==> config.mk <==
export PLATFORM = sky130hd
export DESIGN_NAME = ped_signal_ctrl
export DESIGN_NICKNAME = d
export VERILOG_FILES = /design/src/rtl/ped_signal_pkg.sv /design/src/rtl/ped_signal_ctrl_lamp_phase_decoder.sv /design/src/rtl/ped_signal_ctrl.sv
export SDC_FILE = /design/constraint.sdc
export NUM_CORES = 1
export LEC_CHECK = 0
export CORE_MARGIN = 8
export CORE_UTILIZATION = 50
export DETAILED_ROUTE_END_ITERATION = 10
export PLACE_DENSITY = 0.73
export SKIP_LAST_GASP = 1
export SLEW_MARGIN = 20
export SYNTH_ARGS = -nofsm -noshare
export SYNTH_HDL_FRONTEND = slang
export SYNTH_SLANG_ARGS = --single-unit
==> constraint.sdc <==
create_clock -name clk -period 7.2 [get_ports clk]
set_clock_uncertainty 0.1 [all_clocks]
set_input_delay 1.8 -clock clk [delete_from_list [all_inputs] [get_ports clk]]
set_output_delay 1.8 -clock clk [all_outputs]
set_load 0.005 [all_outputs]
==> src/rtl/ped_signal_pkg.sv <==
// Shared types, default sizes and the vehicle-lamp legality check for the
// pedestrian signal controller.
package ped_signal_pkg;

   typedef enum logic [1:0] {
      DONT_WALK = 2'd0,
      WALK      = 2'd1,
      CLEARANCE = 2'd2
   } ped_state_e;

   localparam int PED_WALK_TICKS_DEF  = 4;
   localparam int PED_CLEAR_TICKS_DEF = 3;
   localparam int PED_CNT_W_DEF       = 8;

   // Exactly one vehicle lamp lit: odd parity, excluding all three lit.
   function automatic logic lamp_legal(input logic r, input logic y, input logic g);
      return (r ^ y ^ g) & ~(r & y & g);
   endfunction

endpackage

==> src/rtl/ped_signal_ctrl_lamp_phase_decoder.sv <==
// Vehicle lamp decoder: red edge detect, combinational legality and the
// registered fault flag.
module lamp_phase_decoder
   import ped_signal_pkg::*;
(
   input  logic clk,
   input  logic reset,
   input  logic red,
   input  logic yellow,
   input  logic green,
   output logic red_rise,
   output logic legal,
   output logic fault
);

   logic red_q, red_d;
   logic fault_q, fault_d;

   always_comb begin
      legal    = lamp_legal(red, yellow, green);
      red_rise = red & ~red_q;
      red_d    = red;
      fault_d  = ~legal;
   end

   always_ff @(posedge clk) begin
      if (reset) begin
         red_q   <= 1'b0;
         fault_q <= 1'b0;
      end else begin
         red_q   <= red_d;
         fault_q <= fault_d;
      end
   end

   assign fault = fault_q;

endmodule

==> src/rtl/ped_signal_ctrl.sv <==
// Pedestrian crossing controller downstream of the vehicle traffic light.
// Optional build macro PED_AUTO_RECALL_EN: every red phase raises a request.
module ped_signal_ctrl
   import ped_signal_pkg::*;
#(
   parameter int WALK_TICKS  = PED_WALK_TICKS_DEF,
   parameter int CLEAR_TICKS = PED_CLEAR_TICKS_DEF,
   parameter int CNT_W       = PED_CNT_W_DEF
) (
   input  logic             clk,
   input  logic             reset,
   input  logic             red,
   input  logic             yellow,
   input  logic             green,
   input  logic             tick,
   input  logic             ped_button,
   output logic             walk,
   output logic             dont_walk,
   output logic [CNT_W-1:0] countdown,
   output logic             req_pending,
   output logic             fault
);

   localparam logic [CNT_W-1:0] WALK_INIT  = CNT_W'(WALK_TICKS);
   localparam logic [CNT_W-1:0] CLEAR_INIT = CNT_W'(CLEAR_TICKS);
   localparam logic [CNT_W-1:0] CNT_ONE    = CNT_W'(1);

   ped_state_e       state_q, state_d;
   logic [CNT_W-1:0] cnt_q, cnt_d;
   logic [CNT_W-1:0] countdown_q, countdown_d;
   logic             walk_q, walk_d;
   logic             dont_walk_q, dont_walk_d;
   logic             req_q, req_d;
   logic             served_q, served_d;

   logic red_rise, legal;
   logic recall, req_now, abort;

   lamp_phase_decoder u_decoder (
      .clk      (clk),
      .reset    (reset),
      .red      (red),
      .yellow   (yellow),
      .green    (green),
      .red_rise (red_rise),
      .legal    (legal),
      .fault    (fault)
   );

`ifdef PED_AUTO_RECALL_EN
   assign recall = red_rise;
`else
   assign recall = 1'b0;
`endif

   assign req_now = req_q | ped_button | recall;
   assign abort   = ~legal | ~red;

   always_comb begin
      state_d     = state_q;
      cnt_d       = cnt_q;
      countdown_d = countdown_q;
      walk_d      = walk_q;
      dont_walk_d = dont_walk_q;
      req_d       = req_q;
      served_d    = served_q;

      // A new red phase (or any non-red time) re-arms the one-WALK-per-red rule.
      if (red_rise || !red)
         served_d = 1'b0;
      if (state_q != WALK && (ped_button || recall))
         req_d = 1'b1;

      case (state_q)
         DONT_WALK: begin
            if (legal && red && !served_q && req_now) begin
               state_d     = WALK;
               walk_d      = 1'b1;
               dont_walk_d = 1'b0;
               cnt_d       = WALK_INIT;
               countdown_d = '0;
               req_d       = 1'b0;
            end
         end
         WALK: begin
            if (abort) begin
               state_d     = DONT_WALK;
               walk_d      = 1'b0;
               dont_walk_d = 1'b1;
               cnt_d       = '0;
               countdown_d = '0;
               served_d    = 1'b1;
            end else if (tick) begin
               if (cnt_q <= CNT_ONE) begin
                  state_d     = CLEARANCE;
                  walk_d      = 1'b0;
                  dont_walk_d = 1'b1;
                  cnt_d       = '0;
                  countdown_d = CLEAR_INIT;
               end else begin
                  cnt_d = cnt_q - CNT_ONE;
               end
            end
         end
         CLEARANCE: begin
            if (abort) begin
               state_d     = DONT_WALK;
               walk_d      = 1'b0;
               dont_walk_d = 1'b1;
               countdown_d = '0;
               served_d    = 1'b1;
            end else if (tick) begin
               if (countdown_q <= CNT_ONE) begin
                  state_d     = DONT_WALK;
                  dont_walk_d = 1'b1;
                  countdown_d = '0;
                  served_d    = 1'b1;
               end else begin
                  countdown_d = countdown_q - CNT_ONE;
                  dont_walk_d = ~dont_walk_q;
               end
            end
         end
         default: begin
            state_d     = DONT_WALK;
            walk_d      = 1'b0;
            dont_walk_d = 1'b1;
            cnt_d       = '0;
            countdown_d = '0;
         end
      endcase
   end

   always_ff @(posedge clk) begin
      if (reset) begin
         state_q     <= DONT_WALK;
         cnt_q       <= '0;
         countdown_q <= '0;
         walk_q      <= 1'b0;
         dont_walk_q <= 1'b1;
         req_q       <= 1'b0;
         served_q    <= 1'b0;
      end else begin
         state_q     <= state_d;
         cnt_q       <= cnt_d;
         countdown_q <= countdown_d;
         walk_q      <= walk_d;
         dont_walk_q <= dont_walk_d;
         req_q       <= req_d;
         served_q    <= served_d;
      end
   end

   assign walk        = walk_q;
   assign dont_walk   = dont_walk_q;
   assign countdown   = countdown_q;
   assign req_pending = req_q;

endmodule

==> qor.csv <==
stage,metric,value,unit
critical_path,peak fanout along the critical path,8,
die,Starting Density,52.8,%
timing,number of slew-limit violations in the final report,0,
synth,warning count from the yosys run,0,
layout,most frequent cells in the layout,"nor2_1, dfxtp_1, clkdlybuf4s50_1",
pwr,Pleak,0.598,nW
run_status,status,finished clean,
drt,overall via count from detail_route,1415,
global_routing,first-pass GRT wire length,6480,um
timing,crit path time final,4.46,ns
synth,"Cell Area, Synth",0.00147,sq mm
clock_tree,number of gates given a new drive strength after cts,0,
timing,slew margin rel.,42.5,%
layout,number of nets in the final layout,212,
timing,final hold violations,0,
clock_tree,root buffer selected by CTS,clkbuf_4,
synth,Synthesized Nets,195,
clock_tree,cts bufs inserted,3,
drt,DRC marker count from the first detailed-route iteration,90,
global_routing,number of antenna violations at the first check in global routing,0,
clock_tree,number of H-tree levels,1,
die,Die Footprint,0.00493,sq mm
place,half-perimeter wire length after detailed placement,2800,um
timing,fmax,224,MHz
critical_path,critical-path cell with the highest stage delay,a211oi_1,
synth,synthesized netlist cell count,180,
global_routing,vias in the first global route,1391,
pwr,"sum of internal, switching and leakage power",414,uW
critical_path,critical path launch point type,input pin,
clock_tree,clock tree from TritonCTS,built,
clock_tree,Clock transition at path regs,0.13,ns
pwr,power density normalized to cell area,245,mW/mm^2
min_path,Worst Hold Class,reg -> reg,
drt,DRC violation count after routing,0,
timing,unrepaired setup endpoints after global routing,false,
synth,library cells used by synthesis,41,
clock_tree,clock latency at the later pin of the worst-skew pair,0.31,ns
layout,area growth from synthesis to final layout,14.9,%
critical_path,crit-path max cell delay,0.81,ns
pwr,maximum VDD drop,0.184,mV
die,Die Wd,70.2,um
place,count of input and output buffers,18,
clock_tree,post-CTS setup buffer count,0,
global_routing,maximum number of pins on one net before global-route repair,21,
layout,number of fill cells in the layout,261,
synth,register bit total from synthesis,24,
clock_tree,Max Buffers Root-to-Sink,2,
timing,worst hold margin,0.392,ns
die,number of placed I/O pins,19,
timing,Worst Tran Pin Value,0.857,ns
synth,Syn Area/Cell,8.16,sq um
global_routing,global routing usage summed across all routing layers,15.2,%
die,standard cell core area,0.00278,sq mm
global_routing,GR Overflow Total,0,
timing,portion of the clock cycle consumed by the worst path in the final layout,61.9,%
drt,Routed Antenna Nets,0,
critical_path,data required time of the worst path,7.34,ns
job,number of max-cap violations,0,
die,standard-cell rows,19,
layout,share of cells above drive strength 1,6.67,%
critical_path,kind of end point of the critical path,flip-flop,
layout,count of non-filler cells in the finished layout,226,
place,total instance count after detailed placement,223,
clock_tree,number of buffers added to fix hold violations after cts,0,
drt,detail-routed via count per cell,6.26,
timing,setup total negative slack,0,ns
layout,final core utilization,60.7,%
drt,detailed-route wire length,3630,um
critical_path,signal arrival time at the worst endpoint,4.60,ns
die,floorplan die height,70.2,um
drt,drt wl/cell,16.1,um
critical_path,category of the most critical setup path,in -> reg,
synth,part of the Yosys area used for sequential elements,32.7,%
place,Final Wtd Congestion,0.902,
layout,number of antenna cells inserted,0,
clock_tree,number of clock sinks seen by CTS,24,
critical_path,cells traversed along the worst timing path,clkdlybuf4s50_1 > ha_1 > nor2b_1 > o211ai_1 > a211oi_1 > o21ai_0 > a21oi_1,
drt,total iterations of the first detailed-routing run,4,
timing,final number of setup-violating endpoints,0,
cell type report:
cell class	count	area, sq um	share of cell area (%)
Timing Repair Buffer	18	180	10.7
Multi-Input combinational cell	136	913	54.1
Clock buffer	3	22.5	1.33
Tap cell	31	38.8	2.30
Inverter	14	52.6	3.11
Sequential cell	24	480	28.5
kinds of logic (layout without fill, tap and decap cells):
group,Yosys count,after routing,synth area share [%]
AND/OR/NAND/NOR,68,68,26.2
flip-flops,24,24,32.7
adder cells (fa/ha/maj),8,8,6.81
XOR/XNOR,3,3,1.79
AO/OA/AOI/OAI,57,57,27.3
buffers and inverters,20,35,5.11
worst paths after layout:
check / from / end / depth (start not counted) / slack (ns)
setup / recovery: red / cnt_q[2] / 7 / 2.74
hold / removal: u_decoder.red_q / served_q / 2 / 0.39
setup reg to reg: cnt_q[4] / countdown[2] / 5 / 4.70
hold reg to reg: u_decoder.red_q / served_q / 2 / 0.39
layer usage:
| layer | GRT usage (%) | routed length, um |
|---|---|---|
| met1 | 19.4 | 1680 |
| met2 | 23.5 | 1700 |
| met3 | 3.25 | 182 |
| met5 | 0 | 0 |
| met4 | 7.59 | 72 |
state kept, by name (all words and copies together), names as in the netlist:
| register | count |
|---|---|
| req_pending | 1 |
| countdown | 8 |
| u_decoder.fault | 1 |
| served_q | 1 |
| cnt_q | 8 |
| u_decoder.red_q | 1 |
| dont_walk | 1 |
| state_q | 2 |
| walk | 1 |
report_power, final:
group	total [mW]	leakage, nW	switching (mW)	internal (mW)
registers	0.170	0.196	0.0177	0.152
clock network	0.0598	0.0138	0.0402	0.0196
logic	0.185	0.388	0.104	0.0807
Yosys cell counts:
cell type	number	area (sq um)
and3_1	1	6.26
nand3_1	4	20.0
nand4_1	6	37.5
a2111oi_4	1	27.5
xnor2_1	3	26.3
dfxtp_1	24	480
or4b_1	1	10.0
a31o_2	2	17.5
clkbuf_1	6	22.5
o21ai_0	13	65.1
nor4_1	2	12.5
nand3b_1	3	22.5
a211oi_1	7	52.6
a2bb2oi_1	1	8.76
or4_4	1	11.3
or3b_2	1	8.76
o221ai_2	1	15.0
o211a_1	1	10.0
inv_1	14	52.6
nor4_4	1	21.3
a221oi_1	1	8.76
o211ai_1	2	15.0
a211o_1	2	17.5
or3_1	4	25.0
nand4b_1	2	17.5
nor2_1	24	90.1
a21oi_1	16	80.1
o21ba_2	1	10.0
o2111ai_1	1	8.76
nor3b_2	1	12.5
nand2b_1	2	12.5
nor2b_1	2	12.5
nand2_1	3	11.3
a21bo_2	1	10.0
o31ai_1	4	30.0
o22ai_1	1	6.26
a2111o_1	1	11.3
nor4b_1	1	8.76
o21bai_1	1	7.51
nor3_1	9	45.0
ha_1	8	100
worst max-delay path: cells and delay by family:
| family | cells | cell delay [ns] |
|---|---|---|
| and+or+nand+nor | 1 | 0.35 |
| buffers and inverters | 1 | 0.54 |
| AOI/OAI and AO/OA | 4 | 1.51 |
| adders and majority gates | 1 | 0.40 |
metrics by stage:
step,setup slack [ns],instance area (sq um)
after floorplan,3.37,1470
after global placement,2.63,1670
after detailed placement,2.46,1670
after CTS,2.79,1690
after global routing,2.49,1690
final,2.74,1690
Note: power is estimated with default switching activity, not from simulation.
